[src/rtl/segway_cmd_pkg.sv]
`default_nettype none
// ============================================================================
//  Module     : segway_cmd_pkg
//  Description: Shared types and constants for the Segway command TX path:
//               sequencer state encoding and the common start/stop commands.
//  Revision   : 1.0 - initial release
// ============================================================================
package segway_cmd_pkg;

   // Sequencer states
   typedef enum logic [2:0] {
      IDLE = 3'd0,
      LOAD = 3'd1,
      SEND = 3'd2,
      WAIT = 3'd3,
      ERR  = 3'd4
   } cmd_seq_state_t;

   // Command bytes shared by the command sources and their benches
   localparam logic [7:0] CMD_START = 8'h47;  // 'G'
   localparam logic [7:0] CMD_STOP  = 8'h53;  // 'S'

endpackage : segway_cmd_pkg
`default_nettype wire

[src/rtl/cmd_tx_sequencer_fifo.sv]
`default_nettype none
// ============================================================================
//  Module     : cmd_fifo
//  Description: Synchronous FIFO holding queued command bytes. Writes while
//               full and reads while empty are ignored; DEPTH must be a
//               power of two so the pointers wrap naturally.
//  Revision   : 1.0 - initial release
// ============================================================================
module cmd_fifo #(
   parameter int DATA_W = 8,
   parameter int DEPTH  = 4
) (
   input  logic                     clk,
   input  logic                     rst_n,
   input  logic                     wr,
   input  logic                     rd,
   input  logic [DATA_W-1:0]        din,
   output logic [DATA_W-1:0]        dout,
   output logic                     full,
   output logic                     empty,
   output logic [$clog2(DEPTH):0]   cnt
);

   localparam int PTR_W = $clog2(DEPTH);

   logic [DATA_W-1:0] mem_q [DEPTH];
   logic [PTR_W-1:0]  wr_ptr_q;
   logic [PTR_W-1:0]  rd_ptr_q;
   logic [PTR_W:0]    cnt_q;
   logic              wr_en;
   logic              rd_en;

   // Qualify requests so a full/empty FIFO can never be corrupted
   always_comb begin
      wr_en = wr && !full;
      rd_en = rd && !empty;
   end

   // Storage: no reset needed, entries are only read after being written
   always_ff @(posedge clk) begin
      if (wr_en) begin
         mem_q[wr_ptr_q] <= din;
      end
   end

   // Pointer and occupancy tracking; push+pop together leaves cnt unchanged
   always_ff @(posedge clk or negedge rst_n) begin
      if (!rst_n) begin
         wr_ptr_q <= '0;
         rd_ptr_q <= '0;
         cnt_q    <= '0;
      end else begin
         if (wr_en) begin
            wr_ptr_q <= wr_ptr_q + PTR_W'(1);
         end
         if (rd_en) begin
            rd_ptr_q <= rd_ptr_q + PTR_W'(1);
         end
         case ({wr_en, rd_en})
            2'b10:   cnt_q <= cnt_q + (PTR_W+1)'(1);
            2'b01:   cnt_q <= cnt_q - (PTR_W+1)'(1);
            default: cnt_q <= cnt_q;
         endcase
      end
   end

   assign dout  = mem_q[rd_ptr_q];
   assign full  = (cnt_q == (PTR_W+1)'(DEPTH));
   assign empty = (cnt_q == '0);
   assign cnt   = cnt_q;

endmodule : cmd_fifo
`default_nettype wire

[src/rtl/cmd_tx_sequencer.sv]
`default_nettype none
// ============================================================================
//  Module     : cmd_tx_sequencer
//  Description: Queues command bytes and hands them to the UART one at a
//               time (one-cycle trmt, then wait for tx_done) with a per-byte
//               watchdog and a sticky timeout error latch.
//  Options    : CMD_RETRY_EN - re-send a timed-out byte up to MAX_RETRY times
//               before flagging the error.
//  Revision   : 1.0 - initial release
// ============================================================================
module cmd_tx_sequencer
   import segway_cmd_pkg::*;
#(
   parameter int DATA_W      = 8,
   parameter int DEPTH       = 4,
   parameter int TIMEOUT_CYC = 1_000_000,
   parameter int MAX_RETRY   = 2
) (
   input  logic                     clk,
   input  logic                     rst_n,
   input  logic [DATA_W-1:0]        cmd_in,
   input  logic                     cmd_vld,
   output logic                     cmd_rdy,
   output logic [DATA_W-1:0]        tx_data,
   output logic                     trmt,
   input  logic                     tx_done,
   output logic                     busy,
   output logic                     tmo_err,
   output logic [DATA_W-1:0]        err_cmd,
   input  logic                     clr_err,
   output logic [$clog2(DEPTH):0]   fifo_cnt
);

   localparam int              WD_W    = $clog2(TIMEOUT_CYC) + 1;
   localparam logic [WD_W-1:0] WD_LAST = WD_W'(TIMEOUT_CYC - 1);

   cmd_seq_state_t    state_q, state_d;
   logic [DATA_W-1:0] tx_data_q, tx_data_d;
   logic [WD_W-1:0]   wdog_q, wdog_d;
   logic              tmo_err_q, tmo_err_d;
   logic [DATA_W-1:0] err_cmd_q, err_cmd_d;

   logic              fifo_rd;
   logic [DATA_W-1:0] fifo_dout;
   logic              fifo_full;
   logic              fifo_empty;

`ifdef CMD_RETRY_EN
   localparam int RT_W = $clog2(MAX_RETRY + 1) + 1;
   logic [RT_W-1:0] retry_q, retry_d;
`endif

   cmd_fifo #(
      .DATA_W (DATA_W),
      .DEPTH  (DEPTH)
   ) u_fifo (
      .clk   (clk),
      .rst_n (rst_n),
      .wr    (cmd_vld),
      .rd    (fifo_rd),
      .din   (cmd_in),
      .dout  (fifo_dout),
      .full  (fifo_full),
      .empty (fifo_empty),
      .cnt   (fifo_cnt)
   );

   // State, data, watchdog and error registers; reset abandons any transfer
   always_ff @(posedge clk or negedge rst_n) begin
      if (!rst_n) begin
         state_q   <= IDLE;
         tx_data_q <= '0;
         wdog_q    <= '0;
         tmo_err_q <= 1'b0;
         err_cmd_q <= '0;
      end else begin
         state_q   <= state_d;
         tx_data_q <= tx_data_d;
         wdog_q    <= wdog_d;
         tmo_err_q <= tmo_err_d;
         err_cmd_q <= err_cmd_d;
      end
   end

`ifdef CMD_RETRY_EN
   // Retry counter for the byte currently in flight
   always_ff @(posedge clk or negedge rst_n) begin
      if (!rst_n) begin
         retry_q <= '0;
      end else begin
         retry_q <= retry_d;
      end
   end
`endif

   // Next-state logic: pop, pulse trmt, wait with watchdog, report timeouts
   always_comb begin
      state_d   = state_q;
      tx_data_d = tx_data_q;
      wdog_d    = wdog_q;
      fifo_rd   = 1'b0;
      trmt      = 1'b0;
`ifdef CMD_RETRY_EN
      retry_d   = retry_q;
`endif
      case (state_q)
         IDLE: begin
            if (!fifo_empty) begin
               state_d = LOAD;
            end
         end
         LOAD: begin
            fifo_rd   = 1'b1;
            tx_data_d = fifo_dout;
`ifdef CMD_RETRY_EN
            retry_d   = '0;
`endif
            state_d   = SEND;
         end
         SEND: begin
            trmt    = 1'b1;
            wdog_d  = '0;
            state_d = WAIT;
         end
         WAIT: begin
            // Saturate rather than wrap so a huge stall cannot look fresh
            if (wdog_q != '1) begin
               wdog_d = wdog_q + WD_W'(1);
            end
            // Completion takes priority over a timeout in the same cycle
            if (tx_done) begin
               state_d = fifo_empty ? IDLE : LOAD;
            end else if (wdog_q >= WD_LAST) begin
`ifdef CMD_RETRY_EN
               if (retry_q < RT_W'(MAX_RETRY)) begin
                  retry_d = retry_q + RT_W'(1);
                  state_d = SEND;
               end else begin
                  state_d = ERR;
               end
`else
               state_d = ERR;
`endif
            end
         end
         ERR: begin
            state_d = IDLE;
         end
         default: begin
            state_d = IDLE;
         end
      endcase
   end

   // Sticky error latch; a new timeout beats a simultaneous clear
   always_comb begin
      tmo_err_d = tmo_err_q;
      err_cmd_d = err_cmd_q;
      if (clr_err) begin
         tmo_err_d = 1'b0;
         err_cmd_d = '0;
      end
      if (state_q == ERR) begin
         tmo_err_d = 1'b1;
         err_cmd_d = tx_data_q;
      end
   end

   assign cmd_rdy = !fifo_full;
   assign tx_data = tx_data_q;
   assign busy    = !fifo_empty || (state_q != IDLE);
   assign tmo_err = tmo_err_q;
   assign err_cmd = err_cmd_q;

endmodule : cmd_tx_sequencer
`default_nettype wire

[config.mk]
export PLATFORM = sky130hd
export DESIGN_NAME = cmd_tx_sequencer
export DESIGN_NICKNAME = d
export VERILOG_FILES = /design/src/rtl/segway_cmd_pkg.sv /design/src/rtl/cmd_tx_sequencer_fifo.sv /design/src/rtl/cmd_tx_sequencer.sv
export SDC_FILE = /design/constraint.sdc
export NUM_CORES = 1
export LEC_CHECK = 0
export CAP_MARGIN = 20
export CORE_ASPECT_RATIO = 0.9
export CORE_MARGIN = 3
export CORE_UTILIZATION = 56
export DETAILED_ROUTE_END_ITERATION = 8
export HOLD_SLACK_MARGIN = 0.03
export PLACE_DENSITY_LB_ADDON = 0.08
export SYNTH_ARGS = -nofsm -noshare
export SYNTH_HDL_FRONTEND = slang
export SYNTH_SLANG_ARGS = --single-unit
export TNS_END_PERCENT = 50
[constraint.sdc]
create_clock -name clk -period 2.7 [get_ports clk]
set_clock_uncertainty 0.05 [all_clocks]
set_input_delay 0.27 -clock clk [delete_from_list [all_inputs] [get_ports clk]]
set_output_delay 0.27 -clock clk [all_outputs]
set_load 0.03 [all_outputs]
Yosys cells after proc, flatten, opt, wreduce, memory -nomap -nowiden
Memory sizes are Yosys's and may differ from the RTL's. A register that Yosys moved wholly into a read port is not among the register bits.
Cells that the tools add are included.
{ "classes": {"add_sub_neg": 5, "mul": 0, "div_mod_pow": 0, "magnitude_cmp": 1, "eq_ne": 11, "shifts": 0, "muxes": 16, "bitwise_logic": 0, "n_reduce_logical": 14} }
{ "op_table": {"columns": ["op", "n"], "rows": [
  ["$pmux W21 S2", 1],
  ["$add A21 B1 Y21 const B", 1],
  ["$ge A21 B20 Y1 const B", 1],
  ["$mux W21", 1],
  ["$ne A21 B21 Y1 const B", 1],
  ["$mux W8", 2],
  ["$pmux W3 S4", 1],
  ["$mux W3", 3],
  ["$mux W1", 7],
  ["$eq A3 B2 Y1 const B", 2],
  ["$eq A3 B3 Y1 const B", 2],
  ["$logic_not A3 Y1", 2],
  ["$pmux W3 S2", 1],
  ["$reduce_bool A2 Y1", 3],
  ["$add A2 B1 Y2 const B", 2],
  ["$ne A2 B2 Y1 const B", 2],
  ["$reduce_and A2 Y1", 2],
  ["$add A3 B1 Y3 const B", 1],
  ["$eq A3 B1 Y1 const B", 1],
  ["$logic_not A1 Y1", 3],
  ["$ne A3 B3 Y1 const B", 1],
  ["$reduce_bool A3 Y1", 1],
  ["$sub A3 B1 Y3 const B", 1],
  ["$eq A2 B1 Y1 const B", 1],
  ["other kinds (3)", 4]
]} }
{ "word_totals": {"ff_bits": 40, "latch_bits": 0, "ramBits": 32, "mem_bits_ro": 0, "in_bits": 13, "out_inout_bits": 23, "wordCells": 55, "mem_count": 1} }
{ "mem_list": {"columns": ["name", "words", "width", "rd", "rd_clocked_by_memory_dff", "wr", "line_no", "rtl"], "rows": [
  ["u_fifo.mem_q", 4, 8, 1, 1, 1, "cmd_tx_sequencer_fifo.sv:26", "logic [DATA_W-1:0] mem_q [DEPTH];"]
]} }

Depth between registers and ports, before layout
{ "logic_depth": {"depth_word": 5, "ltp_mapped": 10, "ltp_nobuf": 10} }

By module
From an unflattened synthesis, not the netlist that was laid out.
{ "hier_totals": {"cells_unflattened": 279, "area_unflattened_um2": 3563.4} }
{ "modules_own_cells": {"columns": ["mod", "instances", "cells_per_inst", "area_each_um2"], "rows": [
  ["cmd_tx_sequencer", 1, 199, 1979.4],
  ["cmd_fifo", 1, 80, 1584.0]
]} }

Worst setup path before layout
Ideal clock, no wire load.
{ "synth_timing": {"path_kind": "register to register", "from": "register u_fifo.cnt_q[0], in the netlist u_fifo.cnt[0]", "to": "register u_fifo.cnt_q[2], in the netlist u_fifo.cnt[2]", "setup_time_ns": 0.080, "arrival_ns": 2.313, "required_time_ns": 2.570, "setup_slack_ns": 0.256, "stages_incl_launch_ff": 11, "path_buffers": 0, "synth_period_minus_slack_ns": 2.444, "path_cell_list": "dfrtp_1 inv_1 nand3_1 and2_1 inv_1 ha_1 inv_1 fa_1 xor2_1 nor2_1 xor2_1"} }
{ "synth_between": {"elab_chain_cells": 5} }
{ "synth_rtl": {"columns": ["element", "line_no", "rtl"], "rows": [
  ["start: declaration", "cmd_tx_sequencer_fifo.sv:29", "logic [PTR_W:0] cnt_q;"],
  ["start signal: assignment", "cmd_tx_sequencer_fifo.sv:60", "2'b10: cnt_q <= cnt_q + (PTR_W+1)'(1);"],
  ["start signal: assignment", "cmd_tx_sequencer_fifo.sv:61", "2'b01: cnt_q <= cnt_q - (PTR_W+1)'(1);"],
  ["start signal: assignment", "cmd_tx_sequencer_fifo.sv:62", "default: cnt_q <= cnt_q;"],
  ["$eq A3 B3 Y1 *", "cmd_tx_sequencer_fifo.sv:68", "assign full = (cnt_q == (PTR_W+1)'(DEPTH));"],
  ["$logic_not A1 Y1 *", null, null],
  ["net cmd_rdy", "cmd_tx_sequencer.sv:23", "output logic cmd_rdy,"],
  ["$logic_and A1 B1 Y1 *", "cmd_tx_sequencer_fifo.sv:35", "wr_en = wr && !full;"],
  ["$eq A2 B1 Y1 or $eq A2 B2 Y1 (tied branches)", "cmd_tx_sequencer_fifo.sv:59", "case ({wr_en, rd_en})"],
  ["$pmux W3 S2 or $reduce_bool A2 Y1 (tied branches)", null, null]
]} }
The timed path passes the listed nets; every way through them passes the cells marked *.
A chain may end at the register's enable or synchronous reset.

Worst setup path in the final report
{ "layout_timing": {"from": "register state_q[0]", "to": "register u_fifo.cnt_q[2], in the netlist u_fifo.cnt[2]"} }
{ "layout_between": {"elab_chain_cells": 5} }
{ "layout_rtl": {"columns": ["element", "line_no", "rtl"], "rows": [
  ["start: declaration", "cmd_tx_sequencer.sv:37", "cmd_seq_state_t state_q, state_d;"],
  ["start signal: assignment", "cmd_tx_sequencer.sv:77", "state_q <= state_d;"],
  ["$eq A3 B1 Y1 *", "cmd_tx_sequencer.sv:106", "case (state_q)"],
  ["$mux W1 *", "cmd_tx_sequencer.sv:106", null],
  ["$logic_and A1 B1 Y1 *", "cmd_tx_sequencer_fifo.sv:36", "rd_en = rd && !empty;"],
  ["net u_fifo.rd_en", "cmd_tx_sequencer_fifo.sv:31", "logic rd_en;"],
  ["$eq A2 B1 Y1 or $eq A2 B2 Y1 (tied branches)", "cmd_tx_sequencer_fifo.sv:59", null],
  ["$pmux W3 S2 or $reduce_bool A2 Y1 (tied branches)", null, null]
]} }
Marked as above.

==> impl_metrics.csv <==
group,metric,value,unit
run_status,status,"finished clean",
place,io_buffers,35,
cts,post_cts_resize_count,0,
cts,cts_buffers,9,
synthesis,ys_ff_latch,80,
global_routing,grt_pass1_wl,11400,um
finish,antenna_cells,0,
floorplanning,die-height,82.3,um
worst_setup_path,slowest_delay,0.53,ns
global_routing,grt_antenna_before_repair,0,
power_and_ir_drop,seqPwrFrac,0.443,
worst_setup_path,cp.required,2.92,ns
synthesis,yosysWarnings,0,
synthesis,async_flop_share,0.600,
worst_setup_path,cp_cell_sequence,"inv_1, nor4_1, ha_1, inv_1, fa_1, xor2_1, nor2_1, xor2_1",
cts,tritoncts,"yes",
worst_setup_path,criticalPathCategory,"flip-flop to flip-flop",
routing,ant_nets,0,
synthesis,syn_area,3620,um2
sta,setup_viol,0,
synthesis,synth_edf_count,32,
worst_setup_path,crit_family,"adder cells",
global_routing,track_usage,0.201,
floorplanning,dieWidth,90.8,um
routing,wl_per_cell,16.1,um
floorplanning,initial_core_util,0.586,
routing,drt_first_pass_iters,4,
synthesis,synth_area_per_cell,12.4,um2
sta,period_share,0.884,
sta,postLayoutSetupSlackWorst,0.313,ns
floorplanning,num_rows,27,
sta,hold_viol_final,0,
global_routing,overflow,0,
synthesis,synth_nets,312,
synthesis,yosys_most_used_dff,"dfrtp_1",
cts,h-tree-depth,3,
sta,worst_pin_slew,0.732,ns
power_and_ir_drop,cellPowerDensity,953,nW/um2
worst_setup_path,reg2reg_from,"state_q[0]",
synthesis,synthAdderAreaFrac,0.0263,
routing,routed_wl,6840,um
synthesis,synth_cell_types,50,
worst_setup_path,reg2reg_slack,0.31,ns
place,dp_hpwl,4710,um
sta,max_freq,0.419,GHz
power_and_ir_drop,p_leak,1.66,nW
power_and_ir_drop,swShare,0.360,
floorplanning,design.core.area,6180,um2
worst_setup_path,r2r-end,"u_fifo.cnt[2]",
sta,fin_crit,2.39,ns
routing,routed_via_density,5.60,
flow_run,max_cap_viol_count,0,
cts,cts.clk_slew.worst_paths,0.08,ns
cts,clkLatencyLatePin,0.34,ns
routing,route.detailed.drc,0,
sta,grt_setup_unrepaired,"no",
synthesis,synth_mux_area_frac,0.0774,
synthesis,synth-xor-area-share,0.0339,
power_and_ir_drop,vdd_drop_max,0.621,mV
sta,timing.slew.headroom,0.510,
synthesis,syn_inst,292,
synthesis,synth-simple-area-share,0.166,
routing,drt_iter0_drc,148,
floorplanning,design.die.area,7470,um2
worst_setup_path,critPathMaxFanout,7,
synthesis,yosysSeqAreaShare,0.597,
power_and_ir_drop,p_int,0.00260,W
synthesis,synth_top_family_by_area,"simple AND/OR/NAND/NOR gates",
worst_setup_path,crit_start,"state_q[0]",
sta,drv_slew,0,
worst_setup_path,cp_slowest_cell,"nor4_1",
worst_setup_path,crit_path_end,"u_fifo.cnt[2]",
synthesis,synth-compound-area-share,0.0760,
min_path,hp-class,"input pin to asynchronous set/reset pin",
worst_setup_path,critPathLaunchType,"flip-flop",
worst_setup_path,critPathBufInv,2,
cts,clockBufferDepth,2,
power_and_ir_drop,pwr-share-clk,0.196,
finish,drive_above_1_share,0.130,
power_and_ir_drop,switchingPower,0.00146,W
sta,fin_tns_setup,0,ns
global_routing,grt_max_degree,49,
finish,fin_nets,354,
worst_setup_path,rr_worst_depth,8,
place,place_congestion,0.791,
floorplanning,ioPinCount,36,
cts,cts_sinks,80,
cts,clockRootBuffer,"clkbuf_8",
place,place_ws,0.313,ns
worst_setup_path,worst-path-stages,8,
worst_setup_path,critPathArrivalTime,2.60,ns
global_routing,grt_pass1_vias,2340,
routing,vias,2385,
finish,area_growth,17.6,%
worst_setup_path,endpoint_kind,"flip-flop",
power_and_ir_drop,combPwrFrac,0.361,
cell usage in the layout (no fill, tap or decap), types with 9 or more instances in the layout:
cell and n:
a21oi_1 11, clkbuf_8 9, clkdlybuf4s50_1 34, dfrtp_1 48, edfxtp_1 32, inv_1 9
nand2_1 34, nand3_1 13, nor2_1 19, o21ai_0 18, xnor2_1 9
final cells by class:
cell class	instances	area, um2
repair buffers	39	390
inverters	11	41.3
well taps	87	109
clock buffers	11	153
fillers	478	1920
flip-flops and latches	80	2160
multi-input cells	193	1380
clock inverters	5	28.8
logic make-up after synthesis:
| logic type | after synthesis |
|---|---|
| AO/OA/AOI/OAI | 45 |
| XOR/XNOR | 14 |
| adder cells (fa/ha/maj) | 7 |
| buffers and inverters | 19 |
| flip-flops | 80 |
| multiplexers | 17 |
| AND/OR/NAND/NOR | 110 |
registers in the layout (all words and copies together) (netlist names):
signal,flops
u_fifo.wr_ptr_q,2
u_fifo.rd_ptr_q,2
err_cmd,8
tx_data,8
wdog_q,21
u_fifo.mem_q,32
tmo_err,1
state_q,3
u_fifo.cnt,3
metrics by stage:
stage / area, um2 / total power (W) / cells / util / hold WS, ns
after floorplan: 3620 / 0.00279 / 292 / - / -0.0756
after detailed placement: 4050 / 0.00329 / 408 / 0.655 / 0.419
after CTS: 4230 / 0.00409 / 424 / 0.684 / 0.0938
after global placement: 4050 / 0.00323 / 408 / 0.655 / 0.414
after global routing: 4260 / 0.00431 / 426 / 0.689 / 0.227
final: 4260 / 0.00406 / 426 / 0.689 / 0.238
metal layers:
metal	routed length, um	track usage	vias to the layer above
met1	3330	0.276	1152
met4	116	0.0693	0
met5	0	0	-
met3	390	0.0616	14
li1	-	-	1157
met2	3000	0.309	62
cell usage after synthesis, drive strengths merged (2+ instances only):
cell type / count / share of area
dfrtp: 48 / 0.33
nand2: 34 / 0.035
edfxtp: 32 / 0.27
nor2: 19 / 0.020
o21ai: 19 / 0.026
nand3: 13 / 0.018
a21oi: 12 / 0.018
inv: 9 / 0.0093
xnor2: 9 / 0.022
mux2: 8 / 0.025
mux4: 8 / 0.050
nor3: 8 / 0.014
or4: 7 / 0.015
and3: 6 / 0.010
ha: 6 / 0.021
buf: 5 / 0.0090
xor2: 5 / 0.012
nand4: 4 / 0.0086
nand4b: 4 / 0.0097
o31ai: 4 / 0.0083
clkbuf: 3 / 0.0031
or3: 3 / 0.0052
a211oi: 2 / 0.0041
a21o: 2 / 0.0062
a31oi: 2 / 0.0035
and2: 2 / 0.0035
clkinv: 2 / 0.0021
nor3b: 2 / 0.0055
nor4: 2 / 0.0076
o211ai: 2 / 0.0055
worst min-delay path by stage:
stage / startpoint / end / slack [ns] / cells past startpoint
after CTS: rst_n / err_cmd[1] / 0.09 / 1
final: rst_n / err_cmd[1] / 0.24 / 2
after detailed placement: tmo_err / tmo_err / 0.42 / 1
after floorplan: rst_n / err_cmd[0] / -0.08 / 0
after global routing: rst_n / err_cmd[1] / 0.23 / 2
after global placement: tmo_err / tmo_err / 0.41 / 1
timing repair:
action,CTS,global route
hold buffers,0,1
setup buffers,0,0
endpoints found under the hold margin,0,48
endpoints found under the setup margin,0,0
power by group through the flow:
| stage | Clock (W) | Combinational (W) | Sequential, W |
|---|---|---|---|
| 2_1_floorplan | 0 | 0.000897 | 0.00189 |
| 3_3_place_gp | 0 | 0.00143 | 0.00181 |
| 3_5_place_dp | 0 | 0.00147 | 0.00183 |
| 4_1_cts | 0.000813 | 0.00148 | 0.00180 |
| 5_1_grt | 0.000870 | 0.00159 | 0.00184 |
| 6_report | 0.000794 | 0.00147 | 0.00180 |
Note: power is estimated with default switching activity, not from simulation.
